`config.mk`:
```
export PLATFORM = sky130hd
export DESIGN_NAME = message_reg_host
export DESIGN_NICKNAME = d
export VERILOG_FILES = /design/src/rtl/hangman_pkg.sv /design/src/rtl/rise_detect.sv /design/src/rtl/message_reg_host.sv
export SDC_FILE = /design/constraint.sdc
export NUM_CORES = 1
export LEC_CHECK = 0
export ABC_AREA = 1
export BUFFER_PORTS_ARGS = -buffer_cell sky130_fd_sc_hd__buf_2
export CAP_MARGIN = 10
export CORE_MARGIN = 4
export CORE_UTILIZATION = 53
export CTS_CLUSTER_SIZE = 28
export DETAILED_ROUTE_END_ITERATION = 10
export GPL_TIMING_DRIVEN = 0
export HOLD_SLACK_MARGIN = 0.12
export PLACE_DENSITY = 0.85
export SYNTH_ARGS = -nofsm -noshare
export SYNTH_HDL_FRONTEND = slang
export SYNTH_HIERARCHICAL = 1
export SYNTH_SLANG_ARGS = --single-unit
```
`constraint.sdc`:
```
create_clock -name clk -period 1.8 [get_ports clk]
set_clock_uncertainty 0.15 [all_clocks]
set_input_delay 0.36 -clock clk [delete_from_list [all_inputs] [get_ports clk]]
set_output_delay 0.36 -clock clk [all_outputs]
set_load 0.02 [all_outputs]
```
`src/rtl/hangman_pkg.sv`:
```
// hangman_pkg: shared sizes and host FSM state type for the hangman host word register
package hangman_pkg;
  localparam int WORD_LEN = 5;
  localparam int CHAR_W   = 8;
  localparam int WORD_W   = WORD_LEN * CHAR_W;
  localparam int CNT_W    = $clog2(WORD_LEN + 1);
  typedef enum logic [1:0] {ENTRY, FULL, SENT, LOCKED} host_state_t;
endpackage

```
`src/rtl/rise_detect.sv`:
```
// rise_detect: single-cycle pulse on a 0->1 transition of a synchronous level
module rise_detect (
  input  logic clk,
  input  logic nRst,
  input  logic in,
  output logic pulse
);
  logic r_prev;
  // remember last sampled level so a held input fires only once
  always_ff @(posedge clk) r_prev <= nRst ? 1'b0 : in;
  assign pulse = in & ~r_prev;
endmodule

```
`src/rtl/message_reg_host.sv`:
```
// message_reg_host: captures five keypad letters into the secret word and pulses rec_ready on confirm
module message_reg_host
  import hangman_pkg::*;
(
  input  logic              clk,
  input  logic              nRst,
  input  logic              key_ready,
  input  logic [CHAR_W-1:0] setLetter,
  input  logic              toggle_state,
  input  logic              gameEnd_host,
  output logic              rec_ready,
  output logic [WORD_W-1:0] temp_word
);
  host_state_t       r_state, w_next;
  logic [CNT_W-1:0]  r_count, w_count_next;
  logic [WORD_W-1:0] w_word_next;
  logic              w_key, w_tog;
  rise_detect u_key (.clk(clk), .nRst(nRst), .in(key_ready),    .pulse(w_key));
  rise_detect u_tog (.clk(clk), .nRst(nRst), .in(toggle_state), .pulse(w_tog));
  // next state, letter shift and count; game end overrides everything
  always_comb begin
    w_next       = r_state;
    w_count_next = r_count;
    w_word_next  = temp_word;
    if (gameEnd_host) begin
      w_next       = ENTRY;
      w_count_next = '0;
      w_word_next  = '0;
    end else begin
      case (r_state)
        ENTRY: if (w_key) begin
          w_word_next  = {temp_word[WORD_W-CHAR_W-1:0], setLetter};
          w_count_next = r_count + CNT_W'(1);
          w_next       = (r_count == CNT_W'(WORD_LEN - 1)) ? FULL : ENTRY;
        end
        FULL:    w_next = w_tog ? SENT : FULL;
        default: w_next = LOCKED;
      endcase
    end
  end
  // state, word and registered send pulse
  always_ff @(posedge clk) begin
    if (nRst) begin
      r_state   <= ENTRY;
      r_count   <= '0;
      temp_word <= '0;
      rec_ready <= 1'b0;
    end else begin
      r_state   <= w_next;
      r_count   <= w_count_next;
      temp_word <= w_word_next;
      rec_ready <= (w_next == SENT);
    end
  end
endmodule

```
==> Implementation_results.wiki, run 1 <==
{| class="wikitable"
! Metric !! Value
|-
| Via density || around 4.6
|-
| First-pass GRT wire length || 6.42 mm
|-
| Number of standard cells after synthesis || 220
|-
| Most used routing layer in global routing || met2
|-
| Clock transition at the registers of the reported paths || approximately 0.13 ns
|-
| Unrepaired setup endpoints after global routing || false
|-
| Clock latency on the worst-skew pair || 0.36 ns
|-
| Max Cap Violations || 0
|-
| Routability cong. || 0.739
|-
| Worst Tran Pin Value || 0.374 ns
|-
| Required time worst endpoint || about 2.0 ns
|-
| Maximum number of pins on one net before global-route repair || 15
|-
| Number of antenna violations at the first check in global routing || 0
|-
| Via count || 1549
|-
| Wire per inst || between 10 and 15 um
|-
| Most frequent cells in the layout || nor2_1, buf_2, dfxtp_1, o21ai_0, inv_1
|-
| Register area share after synthesis || 54.9%
|-
| Data arrival time of the critical path || 1.80 ns
|-
| Number of DRC markers in iteration 0 || 52
|-
| All-Layer GR Usage || 20.1%
|-
| Antenna-violating nets left || 0
|-
| Buffer depth of the longest clock path || 2
|-
| Min Tclk post-route || 1.65 ns
|-
| HPWL after detailed placement || 2.77 mm
|-
| Worst relative slew slack || 75.0%
|-
| Hold Path Depth || 4
|-
| Number of global-route vias before repair || 1442
|-
| Final period utilization || 91.4%
|-
| Boundary Pins || 54
|-
| Antenna diode count || 0
|-
| Finish-stage setup viols || 0
|-
| Area growth, synth to finish || 29.5%
|-
| CTS Root Buffer Type || clkbuf_4
|-
| Number of clock sinks || 48
|-
| GRT met3 Usage || 8.55%
|-
| Number of design rule violations left after detail routing || 0
|-
| Die area || 4290 um^2
|-
| Hold Crit Class || in -> reg
|-
| Count of warnings emitted by yosys || 6
|-
| Largest fanout of any net on the critical path || 10
|-
| Worst r2r path cells || 5
|-
| Die Span Y || 65.5 um
|-
| Post-synthesis net count || 235
|-
| Global Route met1 Usage || 22.1%
|-
| CTS tree || done
|-
| Highest clock rate || 608 MHz
|-
| Total instance count after detailed placement || roughly 320
|-
| Max-slew violation count || 0
|-
| Final hold violations || 0
|-
| Share of layout cells above drive strength 1 || 25.8%
|-
| Maximum VDD drop || 0.000671 V
|-
| Standby leakage power || 1.10 nW
|-
| Critical path startpoint category || input pin
|-
| Count of different cell masters after synthesis || 17
|-
| FP Rows || 20
|-
| Port Buffers || 53
|-
| Drt first pass iters || 4
|-
| CTS Buf Count || 5
|-
| Total power per unit cell area || 919 nW/um^2
|-
| #FFs+latches synth || 48
|-
| Horizontal die dimension || 65.5 um
|-
| Kind of capture point of the worst setup path || flip-flop
|-
| DRT Wirelength || 3.91 mm
|-
| Post-CTS setup-driven buffer insertion count || 0
|-
| Total grt overflow || 0
|-
| FILL cells || 267
|-
| Non-Filler Instances || 335
|-
| Area of the mapped netlist || 1750 um^2
|-
| Total core area || 3100 um^2
|-
| Avg Cell Area, Syn || 7.96 um^2
|-
| Power, Total || 2.08 mW
|-
| CTS H-tree lvls || 2
|-
| Met2 Use GR || 33.1%
|-
| Most common library cell in the layout ignoring fill and taps || nor2_1
|-
| Effective utilization at floorplan || 56.4%
|-
| Run status || finished clean
|-
| Number of nets in the layout || 305
|-
| Critical path type || in -> reg
|-
| Total Neg Setup Slack || 0 ns
|}
[report_power, final]
part	leakage, nW	total (mW)	internal [mW]	switching, mW
combinational	0.656	0.263	0.101	0.162
sequential	0.391	1.13	1.10	0.0241
clock	0.0515	0.694	0.369	0.326
[worst paths after layout]
path / slack, ns / start / endpoint
setup reg to reg: 0.25 / u_key/r_prev$_SDFF_PP0_ / r_count[0]$_SDFFE_PP0P_
setup / recovery: 0.15 / nRst / temp_word[34]$_SDFFE_PP0P_
hold reg to reg: 0.34 / temp_word[37]$_SDFFE_PP0P_ / temp_word[37]$_SDFFE_PP0P_
hold / removal: 0.15 / gameEnd_host / temp_word[25]$_SDFFE_PP0P_
[stage by stage]
step	worst slack [ns]	area [um^2]	util (%)	hold slack [ns]
after floorplan	0.449	1750	-	0.282
after global placement	0.195	2070	66.7	0.305
after detailed placement	0.172	2070	66.7	0.318
after CTS	0.0225	2270	73.0	0.126
after global routing	0.0266	2270	73.1	0.150
final	0.155	2270	73.1	0.148
[final cells by class]
cell class	count	area, um^2	area share, %
inverters	12	47.5	2.10
clock buffers	7	65.1	2.87
flip-flops and latches	48	961	42.4
multi-input cells	148	661	29.1
repair buffers	63	365	16.1
well taps	44	55.1	2.43
plain buffers	12	82.6	3.64
clock inverters	1	30.0	1.32
[flip-flops by register name, indices dropped and copies added (netlist names)]
register      cells
rec_ready         1
r_count           3
u_tog/r_prev      1
temp_word        40
u_key/r_prev      1
r_state           2
[what timing repair did]
item                       in CTS  in global routing
hold endpoints to repair        9                  0
resized for setup               0                  2
setup endpoints to repair       0                  5
hold buffers                   10                  0
[routing by layer]
layer / vias up / wire, um
met4: 0 / 87
met3: 6 / 342
met5: - / 0
li1: 831 / -
met2: 54 / 1870
met1: 658 / 1610
[cell families after synthesis]
group | share of synthesized area (%)
simple gates | 23.7
flops | 54.9
compound gates | 12.6
buf+inv | 7.36
fa+ha+maj | 1.43
[Yosys cell counts]
| cell type | count | area [um^2] |
|---|---|---|
| clkbuf_2 | 4 | 20.0 |
| buf_2 | 1 | 5.00 |
| nand2_1 | 6 | 22.5 |
| nand4_1 | 2 | 12.5 |
| buf_6 | 4 | 45.0 |
| nand3b_1 | 1 | 7.51 |
| clkbuf_1 | 3 | 11.3 |
| nor2_4 | 2 | 22.5 |
| nand3_1 | 1 | 5.00 |
| inv_1 | 11 | 41.3 |
| o21ai_0 | 42 | 210 |
| a21oi_1 | 2 | 10.0 |
| dfxtp_1 | 48 | 961 |
| inv_4 | 1 | 6.26 |
| ha_1 | 2 | 25.0 |
| nand2_4 | 1 | 11.3 |
| nor2_1 | 89 | 334 |
[critical path, cell delays in order]
cell	delay, ns
dlygate4sd3_1	0.52
buf_2	0.15
nor2_4	0.19
clkbuf_1	0.33
o21ai_0	0.16
nor2_1	0.10
(Power assumes the default switching activity.)
==> inputs of run 2 (changes only) <==
--- a/config.mk
+++ b/config.mk
@@ -7,15 +7,13 @@
 export LEC_CHECK = 0
 export ABC_AREA = 1
 export BUFFER_PORTS_ARGS = -buffer_cell sky130_fd_sc_hd__buf_2
-export CAP_MARGIN = 10
 export CORE_MARGIN = 4
-export CORE_UTILIZATION = 53
+export CORE_UTILIZATION = 54
 export CTS_CLUSTER_SIZE = 28
 export DETAILED_ROUTE_END_ITERATION = 10
 export GPL_TIMING_DRIVEN = 0
 export HOLD_SLACK_MARGIN = 0.12
-export PLACE_DENSITY = 0.85
+export PLACE_DENSITY = 0.86
 export SYNTH_ARGS = -nofsm -noshare
 export SYNTH_HDL_FRONTEND = slang
-export SYNTH_HIERARCHICAL = 1
 export SYNTH_SLANG_ARGS = --single-unit
==> run 2 against run 1 <==
Worst setup slack improved by 0.084 ns; first-iteration DRC count increased by 46%; synthesized cell count increased by 1.8%; register-to-register slack improved by 0.29 ns; sequential power about the same; total power decreased by 10%; final cell count increased by 1.5%; utilization increased by 0.18 points; critical path type unchanged; largest power group unchanged; highest routed layer unchanged.
==> Implementation_results.wiki, run 2 <==
{| class="wikitable"
! Metric !! Value
|-
| Run status || finished clean (unchanged)
|-
| Total grt overflow || 0 (unchanged)
|-
| Most common library cell in the layout ignoring fill and taps || nor2_1 (unchanged)
|-
| Area of the mapped netlist || 1800 um^2 (was 1750 um^2)
|-
| Number of nets in the layout || 311 (was 305)
|-
| Flip-flop count of the largest register, all copies and words added || 40 (unchanged)
|-
| Most frequent cells in the layout || nor2_1, buf_2, dfxtp_1, o21ai_1, dlygate4sd3_1 (was nor2_1, buf_2, dfxtp_1, o21ai_0, inv_1)
|-
| Required time worst endpoint || 1.91 ns (was 1.96 ns)
|-
| Highest clock rate || 641 MHz (was 608 MHz)
|-
| #FFs+latches synth || 48 (unchanged)
|-
| Avg Cell Area, Syn || 8.04 um^2 (was 7.96 um^2)
|-
| Clock latency on the worst-skew pair || 0.36 ns (about the same)
|-
| Number of DRC markers in iteration 0 || 76 (was 52)
|-
| Max-slew violation count || 0 (unchanged)
|-
| Buffer depth of the longest clock path || 2 (unchanged)
|-
| Area growth, synth to finish || 27.2% (was 29.5%)
|-
| CTS Root Buffer Type || clkbuf_4 (unchanged)
|-
| Antenna-violating nets left || 0 (unchanged)
|-
| Maximum number of pins on one net before global-route repair || 15 (unchanged)
|-
| Number of antenna violations at the first check in global routing || 0 (unchanged)
|-
| Boundary Pins || 54 (unchanged)
|-
| Cell types with the largest area share after synthesis || dfxtp_1, nor2_1, o21ai_1 (was dfxtp_1, nor2_1, o21ai_0)
|-
| PostCTS Resize Cnt || 0 (unchanged)
|-
| Hold Crit Class || in -> reg (unchanged)
|-
| Die Span Y || 65.7 um (was 65.5 um)
|-
| Total core area || 3130 um^2 (was 3100 um^2)
|-
| Share of layout cells above drive strength 1 || 27.7% (was 25.8%)
|-
| Dominant register cell in the synthesized netlist || dfxtp_1 (unchanged)
|-
| Clock transition at the registers of the reported paths || 0.13 ns (about the same)
|-
| Antenna diode count || 0 (unchanged)
|-
| Biggest regs || temp_word x40, r_count x3, r_state x2 (unchanged)
|-
| Effective utilization at floorplan || 57.6% (was 56.4%)
|-
| Unrepaired setup endpoints after global routing || false (unchanged)
|-
| Register area share after synthesis || 53.4% (was 54.9%)
|-
| Worst Tran Pin Value || 0.221 ns (was 0.374 ns)
|-
| Total Neg Setup Slack || 0 ns (unchanged)
|-
| Dominant cell by count in the synthesized netlist || nor2_1 (unchanged)
|-
| Yosys top cell area share || 53.4% (was 54.9%)
|-
| Largest fanout of any net on the critical path || 2 (was 10)
|-
| Wire per inst || 10.9 um (was 11.7 um)
|-
| Routability cong. || 0.795 (was 0.739)
|-
| CTS H-tree lvls || 2 (unchanged)
|-
| Number of standard cells after synthesis || 224 (was 220)
|-
| Post-synthesis net count || 239 (was 235)
|-
| Via density || 4.59 (was 4.62)
|-
| Critical path type || in -> reg (unchanged)
|-
| Critical path startpoint category || input pin (unchanged)
|-
| Number of global-route vias before repair || 1415 (was 1442)
|-
| Via count || 1561 (was 1549)
|-
| Number of enable flip-flop cells after synthesis || 0 (unchanged)
|-
| Die area || 4320 um^2 (was 4290 um^2)
|-
| Data arrival time of the critical path || 1.67 ns (was 1.80 ns)
|-
| Drt first pass iters || 4 (unchanged)
|-
| Kind of capture point of the worst setup path || flip-flop (unchanged)
|-
| FP Rows || 20 (unchanged)
|-
| Worst relative slew slack || 85.2% (was 75.0%)
|-
| Count of warnings emitted by yosys || 0 (was 6)
|-
| Port Buffers || 53 (unchanged)
|-
| Total power per unit cell area || 818 nW/um^2 (was 919 nW/um^2)
|-
| Min Tclk post-route || 1.56 ns (was 1.65 ns)
|-
| All-Layer GR Usage || 18.9% (was 20.1%)
|-
| CTS Buf Count || 5 (unchanged)
|-
| Ranking of synthesized cells by instance count || nor2_1, dfxtp_1, o21ai_1 (was nor2_1, dfxtp_1, o21ai_0)
|-
| HPWL after detailed placement || 2.65 mm (was 2.77 mm)
|-
| Biggest area consumer among synthesized cells || dfxtp_1 (unchanged)
|-
| First-pass GRT wire length || 6.20 mm (was 6.42 mm)
|-
| Horizontal die dimension || 65.7 um (was 65.5 um)
|-
| Async set-reset flop share out of synthesis || 0% (unchanged)
|-
| Register containing the most flip-flops in the final layout || temp_word (unchanged)
|-
| Maximum VDD drop || 0.000494 V (was 0.000671 V)
|-
| Number of clock sinks || 48 (unchanged)
|-
| CTS tree || done (unchanged)
|-
| Number of design rule violations left after detail routing || 0 (unchanged)
|-
| Final hold violations || 0 (unchanged)
|-
| Post-CTS setup-driven buffer insertion count || 0 (unchanged)
|-
| Max Cap Violations || 0 (unchanged)
|-
| Standby leakage power || 1.10 nW (about the same)
|-
| Non-Filler Instances || 340 (was 335)
|-
| DRT Wirelength || 3.71 mm (was 3.91 mm)
|-
| Total instance count after detailed placement || 321 (was 317)
|-
| Count of different cell masters after synthesis || 16 (was 17)
|-
| Final period utilization || 86.7% (was 91.4%)
|-
| Finish-stage setup viols || 0 (unchanged)
|}
run 2: metal layers:
layer	GRT usage, %	share of wire, %
met5	0	0
met1	21.6	44
met4	9.84	1.9
met2	32.0	47
met3	4.79	6.6
run 2: path summary, 6_finish.rpt:
kind,from,to,slack [ns],cells past startpoint
hold reg to reg,temp_word[33]$_SDFFE_PP0P_,temp_word[33]$_SDFFE_PP0P_,0.34,2
setup / recovery,toggle_state,u_tog.r_prev$_SDFF_PP0_,0.24,5
setup reg to reg,r_state[0]$_SDFF_PP0_,temp_word[4]$_SDFFE_PP0P_,0.54,5
hold / removal,gameEnd_host,temp_word[18]$_SDFFE_PP0P_,0.14,4
run 2: cell families after synthesis:
group	Yosys count	share of synthesized area (%)
and+or+nand+nor	104	23.8
adders and majority gates	2	1.39
DFF	48	53.4
buffers and inverters	24	8.62
AOI/OAI and AO/OA	46	12.8
run 2: what timing repair did:
action,4_1_cts,5_1_grt
hold endpoints to repair,10,0
endpoints found under the setup margin,0,0
hold buffers,12,0
run 2: power by group:
part / internal, mW / switching, mW / leakage, nW
clock network: 0.143 / 0.323 / 0.0271
logic: 0.116 / 0.165 / 0.685
registers: 1.10 / 0.0259 / 0.391
total: 1.36 / 0.514 / 1.10
run 2: layout make-up:
class | instances | area (um^2)
Multi-Input combinational cell | 152 | 684
Clock buffer | 5 | 37.5
Fill cell | 257 | 837
Tap cell | 44 | 55.1
Timing Repair Buffer | 65 | 385
Inverter | 12 | 45.0
Clock inverter | 2 | 12.5
Buffer | 12 | 110
Sequential cell | 48 | 961
run 2: through the flow:
step,setup slack [ns],hold slack (ns),power (mW),utilization (%),cell area (um^2)
global placement,0.461,0.305,1.41,67.8,2120
floorplan,0.637,0.281,1.33,-,1800
global route,0.204,0.143,1.97,73.2,2290
detailed placement,0.420,0.320,1.41,67.8,2120
finish,0.239,0.140,1.87,73.2,2290
CTS,0.294,0.124,1.89,73.2,2290
run 2: critical path: stages:
cell,delay (ns)
dlygate4sd3_1,0.55
buf_2,0.14
inv_1,0.04
nor2_1,0.03
dlygate4sd3_1,0.54
